<file path="config.mk">
export PLATFORM = sky130hd
export DESIGN_NAME = controlador_seq_flat
export DESIGN_NICKNAME = d
export VERILOG_FILES = /design/src/rtl/controlador_pkg.sv /design/src/rtl/controlador_seq_if.sv /design/src/rtl/controlador_timeout.sv /design/src/rtl/controlador_seq.sv /design/src/flat_wrapper.sv
export SDC_FILE = /design/constraint.sdc
export NUM_CORES = 1
export LEC_CHECK = 0
export ABC_CLOCK_PERIOD_IN_PS = 1600
export CORE_MARGIN = 5
export CORE_UTILIZATION = 35
export CTS_CLUSTER_DIAMETER = 80
export CTS_CLUSTER_SIZE = 12
export DETAILED_ROUTE_END_ITERATION = 6
export GPL_ROUTABILITY_DRIVEN = 0
export PLACE_DENSITY = 0.69
export SLEW_MARGIN = 20
export SYNTH_ARGS = -nofsm -noshare
export SYNTH_HDL_FRONTEND = slang
export SYNTH_SLANG_ARGS = --single-unit
</file>
<file path="constraint.sdc">
create_clock -name clk -period 1.6 [get_ports clk]
set_input_delay 0.16 -clock clk [delete_from_list [all_inputs] [get_ports clk]]
set_output_delay 0.16 -clock clk [all_outputs]
set_load 0.02 [all_outputs]
</file>
<file path="src/rtl/controlador_pkg.sv">
//==============================================================================
// controlador_pkg : FSM state type and load opcodes shared by the controller.
// Revision: 1.0
//==============================================================================
`default_nettype none

package controlador_pkg;

    typedef enum logic [1:0] {
        ST_IDLE = 2'd0,
        ST_LOAD = 2'd1,
        ST_EXEC = 2'd2,
        ST_WAIT = 2'd3
    } state_t;

    localparam logic [3:0] OP_LOAD_A = 4'b0000;
    localparam logic [3:0] OP_LOAD_B = 4'b0001;

    function automatic logic is_load(input logic [3:0] op);
        return (op == OP_LOAD_A) || (op == OP_LOAD_B);
    endfunction

endpackage

`default_nettype wire

</file>
<file path="src/rtl/controlador_seq_if.sv">
//==============================================================================
// controlador_seq_if : instruction handshake, register-load and ULA bus.
// Revision: 1.0
//==============================================================================
`default_nettype none

interface controlador_seq_if #(
    parameter int DATA_W = 4
);
    logic              instr_valid;
    logic              instr_ready;
    logic [3:0]        instr_op;
    logic [DATA_W-1:0] instr_data;
    logic [DATA_W-1:0] dado;
    logic              load_a;
    logic              load_b;
    logic [3:0]        ula_op;
    logic              ula_start;
    logic              ula_done;
    logic              busy;
    logic [7:0]        op_count;
    logic              erro;

    modport slave (
        input  instr_valid, instr_op, instr_data, ula_done,
        output instr_ready, dado, load_a, load_b, ula_op, ula_start,
               busy, op_count, erro
    );

    modport master (
        output instr_valid, instr_op, instr_data, ula_done,
        input  instr_ready, dado, load_a, load_b, ula_op, ula_start,
               busy, op_count, erro
    );
endinterface

`default_nettype wire

</file>
<file path="src/rtl/controlador_timeout.sv">
//==============================================================================
// controlador_timeout : counts WAIT cycles, flags the last one before abort.
// Revision: 1.0
//==============================================================================
`default_nettype none

module controlador_timeout #(
    parameter int TIMEOUT = 8
) (
    input  wire logic clk,
    input  wire logic rst_n,
    input  wire logic enable,
    output logic      expired
);
    localparam int CW = (TIMEOUT > 1) ? $clog2(TIMEOUT + 1) : 1;

    logic [CW-1:0] r_cnt;

    // expired is high during the TIMEOUT-th consecutive enabled cycle
    assign expired = enable && (r_cnt == CW'(TIMEOUT - 1));

    always_ff @(posedge clk or negedge rst_n) begin
        if (!rst_n) begin
            r_cnt <= '0;
        end else if (!enable) begin
            r_cnt <= '0;
        end else if (!expired) begin
            r_cnt <= r_cnt + 1'b1;
        end
    end
endmodule

`default_nettype wire

</file>
<file path="src/rtl/controlador_seq.sv">
//==============================================================================
// controlador_seq : sequencer issuing register loads and ULA operations.
// Optional ULA timeout abort enabled by macro ULA_TIMEOUT_EN.   Revision: 1.0
//==============================================================================
`default_nettype none

module controlador_seq
    import controlador_pkg::*;
#(
    parameter int DATA_W  = 4,
    parameter int TIMEOUT = 8
) (
    input  wire logic        clk,
    input  wire logic        rst_n,
    controlador_seq_if.slave bus
);
    state_t            r_state, w_next;
    logic              r_ready, w_ready;
    logic              r_busy, w_busy;
    logic              r_load_a, w_load_a;
    logic              r_load_b, w_load_b;
    logic              r_ula_start, w_ula_start;
    logic [3:0]        r_ula_op, w_ula_op;
    logic [DATA_W-1:0] r_dado, w_dado;
    logic [7:0]        r_count, w_count;
    logic              w_xfer, w_inc, w_expired, w_in_wait;

    if (TIMEOUT < 1) begin : g_bad_timeout
        $error("controlador_seq: TIMEOUT must be at least 1");
    end

    assign w_in_wait = (r_state == ST_WAIT);

    always_comb begin
        w_next = r_state;
        w_inc  = 1'b0;
        // ready is only high in IDLE, so a transfer implies IDLE
        w_xfer = r_ready && bus.instr_valid;
        case (r_state)
            ST_IDLE: if (w_xfer) w_next = is_load(bus.instr_op) ? ST_LOAD : ST_EXEC;
            ST_LOAD: w_next = ST_IDLE;
            ST_EXEC: w_next = ST_WAIT;
            ST_WAIT: begin
                if (bus.ula_done) begin
                    w_next = ST_IDLE;
                    w_inc  = 1'b1;
                end else if (w_expired) begin
                    w_next = ST_IDLE;
                end
            end
            default: w_next = ST_IDLE;
        endcase

        // Outputs are computed for the next state and registered alongside it
        w_load_a    = w_xfer && (bus.instr_op == OP_LOAD_A);
        w_load_b    = w_xfer && (bus.instr_op == OP_LOAD_B);
        w_dado      = (w_load_a || w_load_b) ? bus.instr_data : r_dado;
        w_ula_start = w_xfer && !is_load(bus.instr_op);
        w_ula_op    = w_ula_start ? bus.instr_op :
                      ((w_next == ST_WAIT) ? r_ula_op : 4'b0000);
        w_ready     = (w_next == ST_IDLE);
        w_busy      = (w_next != ST_IDLE);
        w_count     = r_count + {7'd0, w_inc};
    end

    always_ff @(posedge clk or negedge rst_n) begin
        if (!rst_n) begin
            r_state     <= ST_IDLE;
            r_ready     <= 1'b0;
            r_busy      <= 1'b0;
            r_load_a    <= 1'b0;
            r_load_b    <= 1'b0;
            r_ula_start <= 1'b0;
            r_ula_op    <= 4'b0000;
            r_dado      <= '0;
            r_count     <= 8'd0;
        end else begin
            r_state     <= w_next;
            r_ready     <= w_ready;
            r_busy      <= w_busy;
            r_load_a    <= w_load_a;
            r_load_b    <= w_load_b;
            r_ula_start <= w_ula_start;
            r_ula_op    <= w_ula_op;
            r_dado      <= w_dado;
            r_count     <= w_count;
        end
    end

`ifdef ULA_TIMEOUT_EN
    logic r_erro, w_erro;

    controlador_timeout #(
        .TIMEOUT (TIMEOUT)
    ) u_timeout (
        .clk     (clk),
        .rst_n   (rst_n),
        .enable  (w_in_wait),
        .expired (w_expired)
    );

    // erro is sticky from the abort until the next accepted instruction
    always_comb begin
        w_erro = r_erro;
        if (w_xfer) begin
            w_erro = 1'b0;
        end else if (w_in_wait && !bus.ula_done && w_expired) begin
            w_erro = 1'b1;
        end
    end

    always_ff @(posedge clk or negedge rst_n) begin
        if (!rst_n) begin
            r_erro <= 1'b0;
        end else begin
            r_erro <= w_erro;
        end
    end

    assign bus.erro = r_erro;
`else
    assign w_expired = 1'b0 & w_in_wait;
    assign bus.erro  = 1'b0;
`endif

    assign bus.instr_ready = r_ready;
    assign bus.busy        = r_busy;
    assign bus.load_a      = r_load_a;
    assign bus.load_b      = r_load_b;
    assign bus.ula_start   = r_ula_start;
    assign bus.ula_op      = r_ula_op;
    assign bus.dado        = r_dado;
    assign bus.op_count    = r_count;
endmodule

`default_nettype wire

</file>
<file path="src/flat_wrapper.sv">
// flat-port wrapper written by rule: the top's interface ports become plain ports
module controlador_seq_flat import controlador_pkg::*;
#(
    parameter int DATA_W  = 4,
    parameter int TIMEOUT = 8
)
  (clk, rst_n, bus_instr_valid, bus_instr_op, bus_instr_data, bus_ula_done, bus_instr_ready, bus_dado, bus_load_a, bus_load_b, bus_ula_op, bus_ula_start, bus_busy, bus_op_count, bus_erro);
  controlador_seq_if #(.DATA_W(DATA_W)) bus_i ();
  input  wire logic clk;
  input  wire logic rst_n;
  input wire logic [$bits(bus_i.instr_valid)-1:0] bus_instr_valid;
  input wire logic [$bits(bus_i.instr_op)-1:0] bus_instr_op;
  input wire logic [$bits(bus_i.instr_data)-1:0] bus_instr_data;
  input wire logic [$bits(bus_i.ula_done)-1:0] bus_ula_done;
  output wire logic [$bits(bus_i.instr_ready)-1:0] bus_instr_ready;
  output wire logic [$bits(bus_i.dado)-1:0] bus_dado;
  output wire logic [$bits(bus_i.load_a)-1:0] bus_load_a;
  output wire logic [$bits(bus_i.load_b)-1:0] bus_load_b;
  output wire logic [$bits(bus_i.ula_op)-1:0] bus_ula_op;
  output wire logic [$bits(bus_i.ula_start)-1:0] bus_ula_start;
  output wire logic [$bits(bus_i.busy)-1:0] bus_busy;
  output wire logic [$bits(bus_i.op_count)-1:0] bus_op_count;
  output wire logic [$bits(bus_i.erro)-1:0] bus_erro;
  assign bus_i.instr_valid = bus_instr_valid;
  assign bus_i.instr_op = bus_instr_op;
  assign bus_i.instr_data = bus_instr_data;
  assign bus_i.ula_done = bus_ula_done;
  assign bus_instr_ready = bus_i.instr_ready;
  assign bus_dado = bus_i.dado;
  assign bus_load_a = bus_i.load_a;
  assign bus_load_b = bus_i.load_b;
  assign bus_ula_op = bus_i.ula_op;
  assign bus_ula_start = bus_i.ula_start;
  assign bus_busy = bus_i.busy;
  assign bus_op_count = bus_i.op_count;
  assign bus_erro = bus_i.erro;
  controlador_seq #(.DATA_W(DATA_W), .TIMEOUT(TIMEOUT)) u_core (.clk(clk), .rst_n(rst_n), .bus(bus_i));
endmodule
</file>
; Word level (Yosys, flattened, before mapping)
; Cells that the tools add are included.
[word_totals]
ff_bits = 23
latch_bits = 0
ramBits = 0
rom_bits = 0
input_bits = 12
output_inout_bits = 22
word_cells = 35
n_memories = 0
[op_classes]
addsub = 1
multipliers = 0
div_mod_pow = 0
n_lt_le_gt_ge = 0
eq_ne = 6
shifts = 0
mux = 8
n_bitwise = 0
reduce_logical = 11
[op_table]
columns = operator, count
row1 = $add A8 B1 Y8, 1
row2 = $mux W4, 2
row3 = $pmux W2 S4, 1
row4 = $eq A2 B2 Y1 const B, 3
row5 = $mux W2, 3
row6 = $eq A4 B1 Y1 const B, 1
row7 = $logic_and A1 B1 Y1, 4
row8 = $logic_not A2 Y1, 2
row9 = $logic_not A4 Y1, 1
row10 = $eq A2 B1 Y1 const B, 1
row11 = $logic_or A1 B1 Y1, 2
row12 = $mux W1, 2
row13 = $ne A2 B1 Y1 const B, 1
row14 = $reduce_bool A2 Y1, 1
row15 = $logic_not A1 Y1, 1

; Depth between registers and ports, before layout
; Gate-level depths: netlist of the first run.
[logic_depth]
word_depth = 8
mapped_depth = 5
ltp_nobuf = 5

; Least setup slack after synthesis of the first run
; No wires, ideal clock.
[synth_timing]
path_kind = register to register
from = register u_core.r_ready, in the netlist u_core.bus.instr_ready
to = register u_core.r_dado[0], in the netlist u_core.bus.dado[0]
setup_ps = 125
arrival_time_ps = 1433
t_required_ps = 1475
slack_ps = 42
path_stages_with_launch = 5
n_path_buf = 1
period_less_slack_ps = 1558
cell_sequence = dfrtp_1 nand2_1 or4_4 buf_6 mux2_4
[synth_between]
elab_chain_cells = 3
word_cells_on_any_way = 4
classes_between = reduce/logical (4)
[synth_rtl]
columns = element, line
row1 = start: declaration, controlador_seq.sv:18  ; logic r_ready, w_ready;
row2 = start signal: assignment, controlador_seq.sv:79  ; r_ready <= w_ready;
row3 = $logic_and A1 B1 Y1 (*), controlador_seq.sv:38  ; w_xfer = r_ready && bus.instr_valid;
row4 = $logic_and A1 B1 Y1 (on tied branches), "controlador_seq.sv:55, controlador_seq.sv:56"
row5 = $logic_or A1 B1 Y1 (*), controlador_seq.sv:57  ; w_dado = (w_load_a || w_load_b) ? bus.instr_data : r_dado;
row6 = end signal: assignment, controlador_seq.sv:85  ; r_dado <= w_dado;
row7 = end: declaration, controlador_seq.sv:24  ; logic [DATA_W-1:0] r_dado, w_dado;
; Mark *: on every way between the ends. The rest lies on a longest branch, timed or not.
; A chain may end at the register's enable or synchronous reset.

; Final worst setup path of the first run
[layout_timing]
from = register u_core.r_count[2], in the netlist u_core.bus.op_count[2]
to = output bus_op_count[2]
[layout_lines]
columns = element, line
row1 = start: declaration, controlador_seq.sv:25  ; logic [7:0] r_count, w_count;
row2 = start signal: assignment, controlador_seq.sv:86  ; r_count <= w_count;
row3 = end: declaration, flat_wrapper.sv:22  ; output wire logic [$bits(bus_i.op_count)-1:0] bus_op_count;
; No word-level cell between the ends.

==> reports/metrics.cfg, run 1 <==
[clock_tree]
cts_buffers=3
clock-sinks=23
htreeDepth=1
cts_max_path_buffers=2
cts.root.buffer_cell=clkbuf_4
clk_pin_slew_worst_paths_ps=120
cts_hold_buf=0
cts_tree=yes
worstSkewPairLatency_ps=300
postCtsSetupRepairBufs=0

[floorplan]
dieArea_sq_mm=0.00369
die_w_um=60.8
fp.dieH_um=60.8
rows=18
io_pins=34
core_area_sq_mm=0.00248
start_util_pct=36.4

[cells_and_area]
drive_gt1_share_pct=17.6
syn_to_final_growth_pct=48.3
num_antenna_cells=0
nets=123

[sta]
finalCriticalPeriod_ps=1530
fin_ws_ps=74.2
skew_ps=8.24
timing.setup.tns_ps=0
min_period_over_period_pct=95.4
fmax_ghz=0.655
hold_slack_ps=191
finalSetupViolCount=0
rsz0062_at_grt=false
slew_violations=0
hold_viol_final=0

[grt]
antenna_found_initial=0
use_met2_pct=16.8
grt_pass1_wl_mm=2.84
track_usage_pct=10.3
grt_overflow=0
grt_pass1_vias=641
grt_max_degree=24
use_met1_pct=13.0
top_usage_layer=met2
grt_use_met3_pct=2.55

[synth]
synth_cell_types=21
synth_seq_cells=23
synth-simple-area-share_pct=9.29
synth_xor_xnor_area_share_pct=5.83
synth_fp_nets=79
ys_warn_count=0
synthMuxAreaShare_pct=6.66
syn-cell-area_sq_um=902
synth-compound-area-share_pct=7.91
seq_area_frac_synth_pct=63.8
synthAdderAreaFrac_pct=2.77
syn_area_per_cell_sq_um=13.9
synth_top_family_by_area=simple AND/OR/NAND/NOR gates
syn_inst=65

[power]
vdd_drop_max_v=0.000938
p_leak_nw=0.630
p_per_area_mw_per_mm2=1530

[critical_path]
cp_cell_sequence=clkdlybuf4s50_1
max_stage_delay_ps=630
crit_buf_inv=1
slowest_stage=clkdlybuf4s50_1
crit_arrival_ps=1370
required_ps=1440
cp-start-kind=register
reg2reg_slack_ps=220
cp-end-kind=output pin
crit_fanout=5
crit_type=reg -> out
crit_family=buffers and inverters

[routing]
wirelength_mm=1.84
num_vias=656
drtIter0Drc=7
viasPerCell=4.75
wl_per_cell_um=13.3
antenna_left=0
drtPass1Iterations=4
drcViolationCount=0

[place]
dp_hpwl_mm=1.45
port_buffers=32
place_ws_ps=-64.0

[job]
cap_violations=0

[hold_path]
hp-class=in -> async

[status]
status=finished clean

flip-flops by register name, summed over array words and instances, names as in the netlist:
signal and flops:
u_core.r_state 2, u_core.bus.load_a 1, u_core.bus.dado 4, u_core.bus.load_b 1, u_core.bus.op_count 8, u_core.bus.instr_ready 1, u_core.bus.ula_start 1, u_core.bus.ula_op 4
u_core.bus.busy 1
per-stage QoR:
step | area (sq um) | utilization, % | total power, mW | instances
after floorplan | 902 | - | 1.34 | 65
after global placement | 1310 | 52.8 | 1.80 | 134
after detailed placement | 1310 | 52.8 | 1.82 | 134
after CTS | 1340 | 53.9 | 2.08 | 138
after global routing | 1340 | 54.0 | 2.17 | 138
final | 1340 | 54.0 | 2.05 | 138
cells by family (layout without fill, tap and decap cells):
family,count (synthesis),count (layout)
AO/OA/AOI/OAI,8,8
other,1,1
AND/OR/NAND/NOR,16,16
buffers and inverters,5,48
XOR/XNOR,6,6
multiplexers,4,4
adder cells (fa/ha/maj),2,2
flip-flops,23,23
area by class of cell:
class                           instances  area [sq um]
Clock buffer                            4          26.3
Timing Repair Buffer                   41           390
Inverter                                3          11.3
Fill cell                             217          1140
Tap cell                               30          37.5
Sequential cell                        23           576
Multi-Input combinational cell         37           297
path summary, 6_finish.rpt:
check                                                   endpoint  cells after the start                             start
min in group clk                     u_core.bus.load_b$_DFF_PN0_                      3                   bus_instr_op[0]
max in group asynchronous       u_core.bus.ula_op[1]$_DFFE_PN0P_                      2                             rst_n
worst max-delay path                             bus_op_count[2]                      1  u_core.bus.op_count[2]$_DFF_PN0_
worst min register to register  u_core.bus.op_count[7]$_DFF_PN0_                      1  u_core.bus.op_count[7]$_DFF_PN0_
worst max register to register    u_core.bus.dado[3]$_DFFE_PN0P_                      3  u_core.bus.instr_ready$_DFF_PN0_
worst min-delay path            u_core.bus.op_count[6]$_DFF_PN0_                      2                             rst_n
cell usage after synthesis:
library cell	instances	share of area, %
o311a_2	1	1.2
buf_4	1	0.83
a32o_1	3	3.3
nand2b_1	1	0.69
nor2_1	3	1.2
nand3_1	5	2.8
o21ai_0	1	0.55
mux2_4	4	6.7
o21a_1	1	0.83
xnor2_1	5	4.9
a21bo_2	1	1.1
ha_1	2	2.8
dfrtp_1	23	64
nand2_1	3	1.2
buf_6	1	1.2
and3_1	3	2.1
conb_1	1	0.42
o31ai_1	1	0.83
xor2_1	1	0.97
inv_1	3	1.2
or4_4	1	1.2
where the power goes:
| group | internal (mW) | total, mW | switching (mW) | leakage (nW) |
|---|---|---|---|---|
| combinational | 0.484 | 0.903 | 0.419 | 0.319 |
| sequential | 0.766 | 0.888 | 0.122 | 0.295 |
| clock | 0.0970 | 0.257 | 0.160 | 0.0150 |
| total | 1.35 | 2.05 | 0.701 | 0.630 |
layout by cell type (no fill, tap or decap):
cell type        instances
o21ai_0                  1
inv_1                    3
and3_1                   3
clkdlybuf4s50_1         31
clkbuf_1                 1
o31ai_1                  1
nand3_1                  5
conb_1                   1
or4_4                    1
nand2b_1                 1
o311a_2                  1
dfrtp_1                 23
xor2_1                   1
a21bo_2                  1
dlymetal6s2s_1           1
nand2_1                  3
nor2_1                   3
mux2_4                   4
o21a_1                   1
ha_1                     2
xnor2_1                  5
buf_4                    9
a32o_1                   3
clkbuf_4                 3
what timing repair did:
action,in CTS,in global routing
hold endpoints to repair,0,0
gates resized for setup,0,1
endpoints found under the setup margin,0,1
per-layer routing:
layer | vias to the layer above | part of all wire [%]
li1 | 311 | -
met1 | 320 | 41
met2 | 23 | 48
met3 | 2 | 10
met4 | 0 | 1.5
met5 | - | 0
No activity file was read; power rests on OpenSTA's default activity.
==> inputs of run 2 (changes only) <==
--- a/config.mk
+++ b/config.mk
@@ -8,6 +8,7 @@
 export ABC_CLOCK_PERIOD_IN_PS = 1600
 export CORE_MARGIN = 5
 export CORE_UTILIZATION = 35
+export CTS_BUF_LIST = sky130_fd_sc_hd__clkbuf_8
 export CTS_CLUSTER_DIAMETER = 80
 export CTS_CLUSTER_SIZE = 12
 export DETAILED_ROUTE_END_ITERATION = 6
==> reports/metrics.cfg, run 2 (synthesis gave the netlist of run 1 again) <==
[critical_path]
cp-end-kind=output pin
crit_arrival_ps=1360
required_ps=1440
crit_type=reg -> out
crit_fanout=5
cp-start-kind=register

[sta]
fmax_ghz=0.658
finalCriticalPeriod_ps=1520
min_period_over_period_pct=94.9
skew_ps=5.36
fin_ws_ps=80.8
hold_viol_final=0
rsz0062_at_grt=false
slew_violations=0
finalSetupViolCount=0

[cells_and_area]
syn_to_final_growth_pct=50.1
num_antenna_cells=0
drive_gt1_share_pct=17.6
layout_commonest_cell=clkdlybuf4s50_1
largest_reg_flops=8
postLayoutCoreUtil_pct=54.6
layout_common_cells=clkdlybuf4s50_1 (32), dfrtp_1 (23), buf_4 (9), nand3_1 (5), xnor2_1 (5)
stdcell_area_sq_mm=0.00135
nets=123

[power]
p_total_mw=2.13
p_leak_nw=0.633
p_per_area_mw_per_mm2=1570
vdd_drop_max_v=0.000971

[floorplan]
dieArea_sq_mm=0.00369
die_w_um=60.8
io_pins=34
core_area_sq_mm=0.00248
fp.dieH_um=60.8
rows=18
start_util_pct=36.4

[place]
postPlaceCellArea_sq_mm=0.00131
dp_hpwl_mm=1.45
place_ws_ps=-64.0
port_buffers=32

[clock_tree]
clk_pin_slew_worst_paths_ps=80
cts_resized=0
postCtsSetupRepairBufs=0
cts_buffers=3
cts_hold_buf=0
clock-sinks=23
worstSkewPairLatency_ps=260
cts.root.buffer_cell=clkbuf_8
htreeDepth=1
cts_tree=yes
cts_max_path_buffers=2

[routing]
viasPerCell=4.68
wl_per_cell_um=13.2
drcViolationCount=0
drtIter0Drc=8
drtPass1Iterations=4
num_vias=646
wirelength_mm=1.82
antenna_left=0

[hold_path]
hp-class=in -> async

[grt]
grt_pass1_vias=643
grt_overflow=0
track_usage_pct=10.5
grt_max_degree=24
antenna_found_initial=0
grt_pass1_wl_mm=2.82

[status]
status=finished clean

[job]
cap_violations=0

[run 2: cell count changes in the layout (fill, tap and decap cells not counted)]
cell             before  now
clkbuf_1              1    0
clkbuf_4              3    0
clkbuf_8              0    3
clkdlybuf4s50_1      31   32
dlymetal6s2s_1        1    0
inv_1                 3    4
[run 2: layer usage]
metal	vias to the layer above	GRT usage [%]	part of all wire, %
met5	-	0	0
met4	0	4.64	1.5
met3	2	3.83	11
met2	22	16.8	47
met1	311	12.8	40
li1	311	-	-
[run 2: path summary, 6_finish.rpt]
path,cells past startpoint,slack [ps],from,end
min in group clk,1,490,u_core.bus.op_count[7]$_DFF_PN0_,u_core.bus.op_count[7]$_DFF_PN0_
setup reg to reg,3,230,u_core.bus.instr_ready$_DFF_PN0_,u_core.bus.dado[3]$_DFFE_PN0P_
max in group asynchronous,2,1130,rst_n,u_core.bus.ula_op[3]$_DFFE_PN0P_
hold reg to reg,1,490,u_core.bus.op_count[7]$_DFF_PN0_,u_core.bus.op_count[7]$_DFF_PN0_
hold / removal,2,250,rst_n,u_core.bus.op_count[6]$_DFF_PN0_
setup / recovery,2,80,u_core.bus.instr_ready$_DFF_PN0_,bus_instr_ready
[run 2: report_power, final]
part	internal (mW)	leakage, nW	switching (mW)
Sequential	0.767	0.295	0.121
Combinational	0.487	0.311	0.418
Clock	0.171	0.0269	0.168
Total	1.42	0.633	0.707
[run 2: critical path: stages, from the launching register on]
cell	delay, ps
dfrtp_1	360
buf_4	140
clkdlybuf4s50_1	600
[run 2: final cells by class]
type,count,area [sq um]
fillers,216,1120
flip-flops and latches,23,576
repair buffers,41,388
multi-input cells,37,297
clock buffers,3,41.3
well taps,30,37.5
inverters,3,11.3
clock inverters,1,3.75
[run 2: per-stage QoR]
stage	setup TNS, ps	instances	hold WS, ps
4_1_cts	0	138	259
3_3_place_gp	-71.2	134	459
3_5_place_dp	-227	134	486
6_report	0	138	246
5_1_grt	0	138	284
2_1_floorplan	0	65	-136
